`config.mk`:
```
export PLATFORM = sky130hd
export DESIGN_NAME = nand_chain_sweep
export DESIGN_NICKNAME = d
export VERILOG_FILES = /design/src/rtl/nand_chain_sweep.sv
export SDC_FILE = /design/constraint.sdc
export NUM_CORES = 1
export LEC_CHECK = 0
export BUFFER_PORTS_ARGS = -buffer_cell sky130_fd_sc_hd__buf_2
export CAP_MARGIN = 20
export CORE_MARGIN = 1.5
export CORE_UTILIZATION = 50
export DETAILED_ROUTE_END_ITERATION = 8
export GPL_TIMING_DRIVEN = 0
export PLACE_DENSITY = 0.77
export SLEW_MARGIN = 20
export SYNTH_ARGS = -nofsm -noshare
export SYNTH_HDL_FRONTEND = slang
export SYNTH_SLANG_ARGS = --single-unit
```
`constraint.sdc`:
```
create_clock -name clk -period 2.45 [get_ports clk]
set_input_delay 0.3675 -clock clk [delete_from_list [all_inputs] [get_ports clk]]
set_output_delay 0.3675 -clock clk [all_outputs]
set_load 0.1 [all_outputs]
```
`src/rtl/nand_chain_sweep.sv`:
```
// nand_chain_sweep
//
// Stimulus sequencer and checker for a three-stage cascaded NAND chain
// (e = ~(a&b), f = ~(e&c), g = ~(f&d)). On start it walks the 4-bit vector
// {a,b,c,d} through 0..15. Each vector is held for SETTLE_CYCLES+1 cycles,
// and the chain's e/f/g responses are compared against a golden model in the
// last of those cycles. The sweep reports a mismatch count, the first failing
// vector, and an overall pass flag.
//
// Ports
//   clk              rising-edge clock
//   rst              synchronous, active-high reset
//   start            begin a sweep; only looked at while idle
//   a, b, c, d       stimulus to the chain, vector index = {a,b,c,d}
//   e, f, g          chain responses
//   busy             sweep in progress (WAIT/SAMPLE)
//   done             one-cycle pulse when the sweep completes
//   pass             no mismatches in the last sweep (valid from done)
//   err_count        number of mismatching vectors, 0..16
//   first_fail       index of the first mismatching vector
//   first_fail_valid first_fail holds a captured index
//
// state   | meaning
// --------+---------------------------------------------------------------
// IDLE    | stimulus held at 0, waiting for start
// WAIT    | driving vec, settle counter running down to 0
// SAMPLE  | compare e/f/g against golden, advance vec or finish
// DONE    | done pulse, pass valid, return to IDLE

module nand_chain_sweep #(
    parameter int unsigned SETTLE_CYCLES = 4
) (
    input  logic       clk,
    input  logic       rst,
    input  logic       start,
    output logic       a,
    output logic       b,
    output logic       c,
    output logic       d,
    input  logic       e,
    input  logic       f,
    input  logic       g,
    output logic       busy,
    output logic       done,
    output logic       pass,
    output logic [4:0] err_count,
    output logic [3:0] first_fail,
    output logic       first_fail_valid
);

    localparam logic [7:0] SETTLE_RELOAD = 8'(SETTLE_CYCLES - 1);

    typedef enum logic [1:0] {
        ST_IDLE   = 2'd0,
        ST_WAIT   = 2'd1,
        ST_SAMPLE = 2'd2,
        ST_DONE   = 2'd3
    } state_t;

    state_t     state_q, state_d;
    logic [3:0] vec_q, vec_d;
    logic [7:0] cnt_q, cnt_d;
    logic       busy_d, done_d, pass_d, ffv_d;
    logic [4:0] err_d;
    logic [3:0] ff_d;

    logic xe, xf, xg;
    logic mismatch;

    // Golden chain evaluated on the registered vector, so the comparison
    // sees exactly what the chain is being driven with.
    assign xe       = ~(vec_q[3] & vec_q[2]);
    assign xf       = ~(xe & vec_q[1]);
    assign xg       = ~(xf & vec_q[0]);
    assign mismatch = ({e, f, g} != {xe, xf, xg});

    assign a = vec_q[3];
    assign b = vec_q[2];
    assign c = vec_q[1];
    assign d = vec_q[0];

    always_comb begin
        state_d = state_q;
        vec_d   = vec_q;
        cnt_d   = cnt_q;
        busy_d  = busy;
        done_d  = 1'b0;
        pass_d  = pass;
        err_d   = err_count;
        ff_d    = first_fail;
        ffv_d   = first_fail_valid;

        case (state_q)
            ST_IDLE: begin
                vec_d = 4'd0;
                if (start) begin
                    cnt_d   = SETTLE_RELOAD;
                    busy_d  = 1'b1;
                    err_d   = 5'd0;
                    pass_d  = 1'b0;
                    ff_d    = 4'd0;
                    ffv_d   = 1'b0;
                    state_d = ST_WAIT;
                end
            end

            ST_WAIT: begin
                if (cnt_q == 8'd0) begin
                    state_d = ST_SAMPLE;
                end else begin
                    cnt_d = cnt_q - 8'd1;
                end
            end

            ST_SAMPLE: begin
                if (mismatch) begin
                    err_d = err_count + 5'd1;
                    if (!first_fail_valid) begin
                        ff_d  = vec_q;
                        ffv_d = 1'b1;
                    end
                end
                if (vec_q == 4'd15) begin
                    // pass uses the count already including vector 15
                    state_d = ST_DONE;
                    busy_d  = 1'b0;
                    done_d  = 1'b1;
                    pass_d  = (err_d == 5'd0);
                end else begin
                    vec_d   = vec_q + 4'd1;
                    cnt_d   = SETTLE_RELOAD;
                    state_d = ST_WAIT;
                end
            end

            ST_DONE: begin
                vec_d   = 4'd0;
                state_d = ST_IDLE;
            end

            default: begin
                vec_d   = 4'd0;
                busy_d  = 1'b0;
                state_d = ST_IDLE;
            end
        endcase
    end

    always_ff @(posedge clk) begin
        if (rst) begin
            state_q          <= ST_IDLE;
            vec_q            <= 4'd0;
            cnt_q            <= 8'd0;
            busy             <= 1'b0;
            done             <= 1'b0;
            pass             <= 1'b0;
            err_count        <= 5'd0;
            first_fail       <= 4'd0;
            first_fail_valid <= 1'b0;
        end else begin
            state_q          <= state_d;
            vec_q            <= vec_d;
            cnt_q            <= cnt_d;
            busy             <= busy_d;
            done             <= done_d;
            pass             <= pass_d;
            err_count        <= err_d;
            first_fail       <= ff_d;
            first_fail_valid <= ffv_d;
        end
    end

endmodule
```
==> results of run 1 <==
[per-stage QoR]
| stage | setup slack [ns] | hold WS [ns] |
|---|---|---|
| after detailed placement | 0.3407 | 0.4666 |
| after global placement | 0.3194 | 0.4654 |
| after global routing | 0.05061 | 0.3579 |
| after floorplan | 0.005316 | 0.4756 |
| after CTS | 0.2822 | 0.3386 |
| final | 0.2727 | 0.3402 |
[where the power goes]
group / switching [mW] / total (mW) / leakage [nW] / internal [mW]
Combinational: 0.661 / 0.992 / 0.433 / 0.331
Clock: 0.136 / 0.198 / 0.0177 / 0.0614
Sequential: 0.0943 / 0.625 / 0.222 / 0.531
[state kept, by name, indices dropped and copies added (netlist names)]
name,flops
cnt_q,8
first_fail_valid,1
state_q,2
first_fail,4
err_count,5
busy,1
vec_q,4
pass,1
done,1
[Yosys cell counts (all sizes together), types with 2 or more instances]
master	n	area (um2)
nand2	13	48.80
clkbuf	3	11.26
inv	13	48.80
dfxtp	27	540.5
nand3	9	45.04
nor2	23	86.33
xnor2	2	17.52
a211oi	3	22.52
a21o	2	16.27
xor2	7	61.31
a21oi	12	60.06
nor3	7	35.03
a311oi	5	43.79
o21ai	7	35.03
and2	3	21.27
a31oi	5	31.28
a21boi	2	15.02
or3	2	12.51
o32ai	3	26.28
nor4	2	12.51
ha	8	100.1
nand4	8	50.05
nand2b	4	25.02
[per-layer routing]
metal	up-vias	global-route usage, %	routed length (um)
li1	745	-	-
met1	694	32.83	1667
met2	48	35.06	1644
met3	7	2.455	172
met4	0	8.306	51
met5	-	0	0
[worst register-to-register path, stage by stage, from the launching register on]
cell and delay (ns):
dfxtp_1 0.37, inv_1 0.12, ha_1 0.25, clkbuf_1 0.40, nand3_1 0.27, a2111o_1 0.41
a311oi_1 0.27
[how the worst max path moves through the flow]
stage                         startpoint                end  slack [ns]  depth (start not counted)
2_1_floorplan  err_count[0]$_SDFFE_PP0P_  pass$_SDFFE_PP0P_       0.005                          6
3_3_place_gp                           g  pass$_SDFFE_PP0P_        0.32                          6
3_5_place_dp                           g  pass$_SDFFE_PP0P_        0.34                          6
4_1_cts          state_q[0]$_SDFFE_PP0P_  pass$_SDFFE_PP0P_        0.28                          6
5_1_grt          state_q[0]$_SDFFE_PP0P_  pass$_SDFFE_PP0P_        0.05                          7
6_report         state_q[0]$_SDFFE_PP0P_  pass$_SDFFE_PP0P_        0.27                          6
[final cells by class]
class / count / share of cell area (%)
multi-input cells: 143 / 53.48
flip-flops and latches: 27 / 31.99
repair buffers: 22 / 6.456
inverters: 13 / 2.861
well taps: 31 / 2.274
clock buffers: 3 / 1.321
plain buffers: 4 / 1.321
clock inverters: 1 / 0.2935
[cells by family after synthesis]
logic type,Yosys count
adders and majority gates,8
DFF,27
xor gates and xnor gates,9
buffers and inverters,17
AOI/OAI and AO/OA,49
and+or+nand+nor,77
==> results.yml, run 1 <==
synth:
  synth_cell_type_count: 43
  syn_inst: 187
  synthXorXnorAreaFrac_pct: 5.172
  synth_area_mm2: 0.001524
  synthArstFlopShare_pct: 0
  ys_ff_latch: 27
  synthMuxAreaShare_pct: 0
  yosysSeqAreaShare_pct: 35.47
  synth_compound_area_share_pct: 22.91
  synthAdderAreaFrac_pct: 6.568
  yosysWarnings: 0
  synth_top_family_by_area: "simple AND/OR/NAND/NOR gates"
  synth_nets: 201
  synth_edf_count: 0
  synth_area_per_cell_um2: 8.150
  synth_simple_gate_area_share_pct: 25.21
  synth_ff_type: "dfxtp_1"
sta:
  relSlewSlack_pct: 53.06
  fmax_mhz: 459.3
  finalCriticalPeriod_ns: 2.177
  timing.final.crit_share_pct: 88.87
  worst_pin_slew_ns: 0.6981
  skew_ns: 0.002264
  fin_tns_setup_ns: 0
  rsz0062_at_grt: "false"
  drv_slew: 0
  setup_violations: 0
  final_hold_viol_count: 0
critical_path:
  critPathKind: "reg2reg"
  max_stage_delay_ns: 0.41
  critPathTopFamily: "compound AO/OA/AOI/OAI gates"
  r2r_start: "state_q[0]$_SDFFE_PP0P_"
  critPathLaunchType: "flip-flop"
  crit_arrival_ns: 2.42
  reg2regPathDepth: 6
  r2r_end: "pass$_SDFFE_PP0P_"
  worstPathRequired_ns: 2.70
  crit_fanout: 10
  endpoint_kind: "flip-flop"
  critPathSlowestCell: "a2111o_1"
  rrSetupSlack_ns: 0.27
  path_buf_inv: 2
  crit_chain: "inv_1 -> ha_1 -> clkbuf_1 -> nand3_1 -> a2111o_1 -> a311oi_1"
clock_network:
  cts_resized: 0
  holdBufCountCts: 0
  cts_tree: "built"
  clk_path_buf_depth: 2
  post_cts_buffers: 0
  htree_num_levels: 1
  clockRootBuffer: "clkbuf_4"
  clkLatencyLatePin_ns: 0.33
  cts.sinks: 27
  clk_pin_slew_ns: 0.15
  numCtsBuffers: 3
route:
  wirelength_mm: 3.536
  dr_total_vias: 1494
  wire_per_inst_um: 14.49
  vias_per_cell: 6.123
  dr.pass1.iters: 6
  final_antenna_net_count: 0
  drt_iter0_markers: 83
  drc: 0
placed_design:
  placed_area_mm2: 0.001678
  port-buffer-count: 22
  place_inst: 240
  dp.final_hpwl_mm: 2.641
  gp_congestion: 0.9066
min_path:
  holdPathStages: 3
  holdPathEnd: "cnt_q[0]$_SDFFE_PP0P_"
  min_path_type: "in2reg"
  min_from: "rst"
floorplanning:
  ioPinCount: 23
  coreArea_mm2: 0.002829
  start_util_pct: 53.87
  die_h_um: 58.21
  fp-row-count: 19
  die_area_mm2: 0.003388
  die_x_um: 58.21
pwr:
  totalPowerFinal_mw: 1.815
  power_density_mw_per_mm2: 1064
  leakagePower_nw: 0.6719
  ir_worst_vdd_mv: 0.4983
global_routing:
  antenna_found_initial: 0
  grt_usage_pct: 22.74
  grt_pass1_vias: 1312
  grt_pass1_wl_mm: 6.051
  grt_max_degree: 16
  grt_overflow: 0
finish:
  final_cell_mix: "nor2_1 (23), dfxtp_1 (23), buf_2 (22), inv_1 (13), nand2_1 (13)"
  final_cells: 244
  num_antenna_cells: 0
  fillers: 259
  drive_gt1_share_pct: 16.90
  fin_nets: 228
  fin_util_pct: 60.28
  multi_input_area_um2: 912.1
  regArea_um2: 545.5
  areaGrowthSynthToFinish_pct: 11.91
  final_cell_area_mm2: 0.001705
run_status:
  outcome: "finished clean"
flow_run:
  maxCapViolCount: 0
No activity file was read; power rests on OpenSTA's default activity.
==> run 2, diff against run 1 <==
Settings changed: RECOVER_POWER from default to 100.
==> run 2 against run 1 <==
  * The flow now finishes with violations (DRC)
  * Clock power is essentially flat
  * Worst hold slack improved by 0.0011 ns
  * Register-to-register slack about the same
  * Critical path depth did not move
==> results.yml, run 2 (same netlist as run 1, synthesis figures left out) <==
run_status:
  outcome: "finished with violations"
  violations: "DRC"
critical_path:
  critPathSlowestCell: "a2111o_1"
  crit_fanout: 10
  r2r_start: "state_q[0]$_SDFFE_PP0P_"
  max_stage_delay_ns: 0.41
  critPathTopFamily: "compound AO/OA/AOI/OAI gates"
  endpoint_kind: "flip-flop"
  critPathLaunch: "state_q[0]$_SDFFE_PP0P_"
  worstPathRequired_ns: 2.69
  crit_arrival_ns: 2.42
  path_buf_inv: 2
  critPathLaunchType: "flip-flop"
  crit_chain: "inv_1 -> ha_1 -> clkbuf_1 -> nand3_1 -> a2111o_1 -> a311oi_1"
  critPathKind: "reg2reg"
sta:
  setup_violations: 0
  skew_ns: 0.004916
  final_hold_viol_count: 0
  fin_tns_setup_ns: 0
  finalCriticalPeriod_ns: 2.177
  fmax_mhz: 459.5
  relSlewSlack_pct: 20.97
  drv_slew: 0
  worst_pin_slew_ns: 1.191
  timing.final.crit_share_pct: 88.84
  rsz0062_at_grt: "false"
route:
  drt_iter0_markers: 71
  vias_per_cell: 6.111
  wirelength_mm: 3.526
  dr.pass1.iters: 6
  drc: 1
  final_antenna_net_count: 0
  wire_per_inst_um: 14.45
  dr_total_vias: 1491
clock_network:
  clockRootBuffer: "clkbuf_4"
  clk_pin_slew_ns: 0.15
  cts.sinks: 27
  numCtsBuffers: 3
  cts_resized: 0
  post_cts_buffers: 0
  holdBufCountCts: 0
  clk_path_buf_depth: 2
  clkLatencyLatePin_ns: 0.33
  cts_tree: "built"
  htree_num_levels: 1
finish:
  fillers: 267
  final_cell_mix: "dfxtp_1 (24), nor2_1 (23), clkbuf_1 (20), inv_1 (13), nand2_1 (13)"
  drive_gt1_share_pct: 7.981
  layout_commonest_cell: "dfxtp_1"
  multi_input_area_um2: 910.9
  areaGrowthSynthToFinish_pct: 10.34
  largest_register_ffs: 8
  num_antenna_cells: 0
  regArea_um2: 544.3
  top_register: "cnt_q"
  reg_top3: "cnt_q: 8 flops, err_count: 5 flops"
  fin_nets: 228
min_path:
  min_from: "rst"
  min_path_type: "in2reg"
pwr:
  ir_worst_vdd_mv: 0.4946
  totalPowerFinal_mw: 1.809
  power_density_mw_per_mm2: 1076
  leakagePower_nw: 0.5967
placed_design:
  port-buffer-count: 22
  dp.final_hpwl_mm: 2.641
  gp_congestion: 0.9066
floorplanning:
  die_h_um: 58.21
  die_x_um: 58.21
  coreArea_mm2: 0.002829
  fp-row-count: 19
  ioPinCount: 23
  start_util_pct: 53.87
  die_area_mm2: 0.003388
flow_run:
  maxCapViolCount: 0
global_routing:
  grt_max_degree: 16
  grt_usage_pct: 22.74
  grt_pass1_vias: 1312
  grt_pass1_wl_mm: 6.051
  antenna_found_initial: 0
  grt_overflow: 0
==> run 2: final cells by class <==
class | instances | area share, %
inverters | 13 | 2.902
flip-flops and latches | 27 | 32.37
clock inverters | 1 | 0.2976
multi-input cells | 143 | 54.17
repair buffers | 22 | 5.283
plain buffers | 4 | 1.339
clock buffers | 3 | 1.339
well taps | 31 | 2.307
==> run 2: path summary, 6_finish.rpt <==
path,depth (start not counted),slack (ns),end
max,6,0.27,pass$_SDFFE_PP0P_
min,3,0.34,cnt_q[0]$_SDFFE_PP0P_
min reg2reg,2,0.49,first_fail[2]$_SDFFE_PP0P_
max reg2reg,6,0.27,pass$_SDFFE_PP0P_
==> run 2: through the flow <==
step	hold WS [ns]	instance area [um2]	cells	utilization, %	worst slack, ns
CTS	0.3386	1705	244	60.28	0.2822
finish	0.3413	1682	244	59.44	0.2735
global placement	0.4654	1678	240	59.31	0.3194
global route	0.3579	1682	244	59.44	0.05043
detailed placement	0.4666	1678	240	59.31	0.3407
floorplan	0.4756	1529	187	-	0.005316
==> run 2: metal layers <==
metal	track usage, %	vias up	wire [um]	share of wire [%]
li1	-	742	-	-
met1	32.83	686	1647	47
met2	35.06	58	1632	46
met3	2.455	5	209	5.9
met4	8.306	0	37	1.0
met5	0	-	0	0
==> run 2: worst min-delay path: stages <==
cell and delay [ns]:
buf_2 0.10, inv_1 0.07, o211a_1 0.11
==> run 2: power by group <==
part,switching [mW],leakage (nW),internal [mW]
registers,0.0953,0.221,0.531
logic,0.662,0.358,0.325
clock network,0.135,0.0177,0.0614
total,0.892,0.597,0.917
==> run 3, diff against run 2 <==
Settings changed: MAX_ROUTING_LAYER from default to met4.
==> run 3 against run 2 <==
  * The run still ends with DRC left
  * Largest cell class unchanged
  * Highest routed layer unchanged
  * Clock power about the same
  * Sequential cell count unchanged
  * Cell area unchanged
  * Sequential power about the same
  * Sequential share of layout area unchanged
==> results.yml, run 3 (same netlist as run 1, synthesis figures left out) <==
floorplanning:
  ioPinCount: 23
  die_area_mm2: 0.003388
  die_x_um: 58.21
  coreArea_mm2: 0.002829
  start_util_pct: 53.87
  fp-row-count: 19
  die_h_um: 58.21
clock_network:
  cts.sinks: 27
  clk_pin_slew_ns: 0.14
  cts_resized: 0
  clockRootBuffer: "clkbuf_4"
  clk_path_buf_depth: 2
  post_cts_buffers: 0
  clkLatencyLatePin_ns: 0.33
  numCtsBuffers: 3
  htree_num_levels: 1
  holdBufCountCts: 0
  cts_tree: "built"
finish:
  areaGrowthSynthToFinish_pct: 10.34
  final_cell_mix: "dfxtp_1 (24), nor2_1 (23), clkbuf_1 (20), inv_1 (13), nand2_1 (13)"
  layout_commonest_cell: "dfxtp_1"
  fin_nets: 228
  num_antenna_cells: 0
  reg_top3: "cnt_q: 8 flops, err_count: 5 flops"
  drive_gt1_share_pct: 7.981
  largest_register_ffs: 8
  top_register: "cnt_q"
placed_design:
  dp.final_hpwl_mm: 2.641
  port-buffer-count: 22
  preCtsSetupSlack_ns: 0.3407
  gp_congestion: 0.9223
route:
  wirelength_mm: 3.522
  dr.pass1.iters: 6
  final_antenna_net_count: 0
  dr_total_vias: 1490
  drc: 1
  vias_per_cell: 6.107
  drt_iter0_markers: 66
  wire_per_inst_um: 14.43
run_status:
  violations: "DRC"
  outcome: "finished with violations"
critical_path:
  worstPathRequired_ns: 2.69
  critPathLaunchType: "flip-flop"
  endpoint_kind: "flip-flop"
  crit_fanout: 10
  crit_arrival_ns: 2.42
  critPathKind: "reg2reg"
global_routing:
  grt_pass1_vias: 1313
  grt_overflow: 0
  grt_usage_pct: 23.38
  grt_pass1_wl_mm: 6.037
  antenna_found_initial: 0
  grt_max_degree: 16
pwr:
  leakagePower_nw: 0.5967
  ir_worst_vdd_mv: 0.4941
  power_density_mw_per_mm2: 1074
sta:
  setup_slack_ns: 0.2737
  setup_violations: 0
  rsz0062_at_grt: "false"
  fmax_mhz: 459.5
  drv_slew: 0
  fin_tns_setup_ns: 0
  timing.final.crit_share_pct: 88.83
  final_hold_viol_count: 0
  worst_pin_slew_ns: 1.191
  skew_ns: 0.001894
  finalCriticalPeriod_ns: 2.176
  relSlewSlack_pct: 20.94
flow_run:
  maxCapViolCount: 0
min_path:
  min_path_type: "in2reg"
-- run 3: layer usage --
layer / track usage [%] / routed length (um) / vias up
met1: 32.69 / 1632 / 683
li1: - / - / 741
met5: - / 0 / -
met4: 8.306 / 42 / 0
met3: 2.455 / 210 / 5
met2: 35.06 / 1636 / 61
-- run 3: cell type report --
type | count | area (um2)
Tap cell | 31 | 38.79
Sequential cell | 27 | 544.3
Clock inverter | 1 | 5.005
Buffer | 4 | 22.52
Clock buffer | 3 | 22.52
Inverter | 13 | 48.80
Fill cell | 267 | 1147
Multi-Input combinational cell | 143 | 910.9
Timing Repair Buffer | 22 | 88.84
-- run 3: worst max-delay path: stages, from the launching register on --
cell      delay [ns]
dfxtp_1         0.37
inv_1           0.12
ha_1            0.26
clkbuf_1        0.40
nand3_1         0.27
a2111o_1        0.41
a311oi_1        0.27
-- run 3: worst paths after layout --
check                             startpoint                    endpoint  slack (ns)  cells after the start
hold / removal                           rst       cnt_q[0]$_SDFFE_PP0P_        0.34                      3
setup / recovery     state_q[0]$_SDFFE_PP0P_           pass$_SDFFE_PP0P_        0.27                      6
hold reg to reg   first_fail[2]$_SDFFE_PP0P_  first_fail[2]$_SDFFE_PP0P_        0.49                      2
setup reg to reg     state_q[0]$_SDFFE_PP0P_           pass$_SDFFE_PP0P_        0.27                      6
-- run 3: stage by stage --
step / cell area, um2 / total power [mW] / utilization (%) / hold slack [ns] / instances
final: 1682 / 1.806 / 59.44 / 0.3431 / 244
after global routing: 1682 / 1.966 / 59.44 / 0.3579 / 244
after CTS: 1705 / 1.802 / 60.28 / 0.3386 / 244
after detailed placement: 1678 / 1.606 / 59.31 / 0.4666 / 240
after global placement: 1678 / 1.567 / 59.31 / 0.4654 / 240
after floorplan: 1529 / 1.409 / - / 0.4756 / 187
-- run 3: power by group --
part           switching [mW]  total, mW  internal, mW
logic                   0.660      0.985         0.325
clock network           0.134      0.195        0.0613
registers              0.0949      0.626         0.531
total                   0.889       1.81         0.917
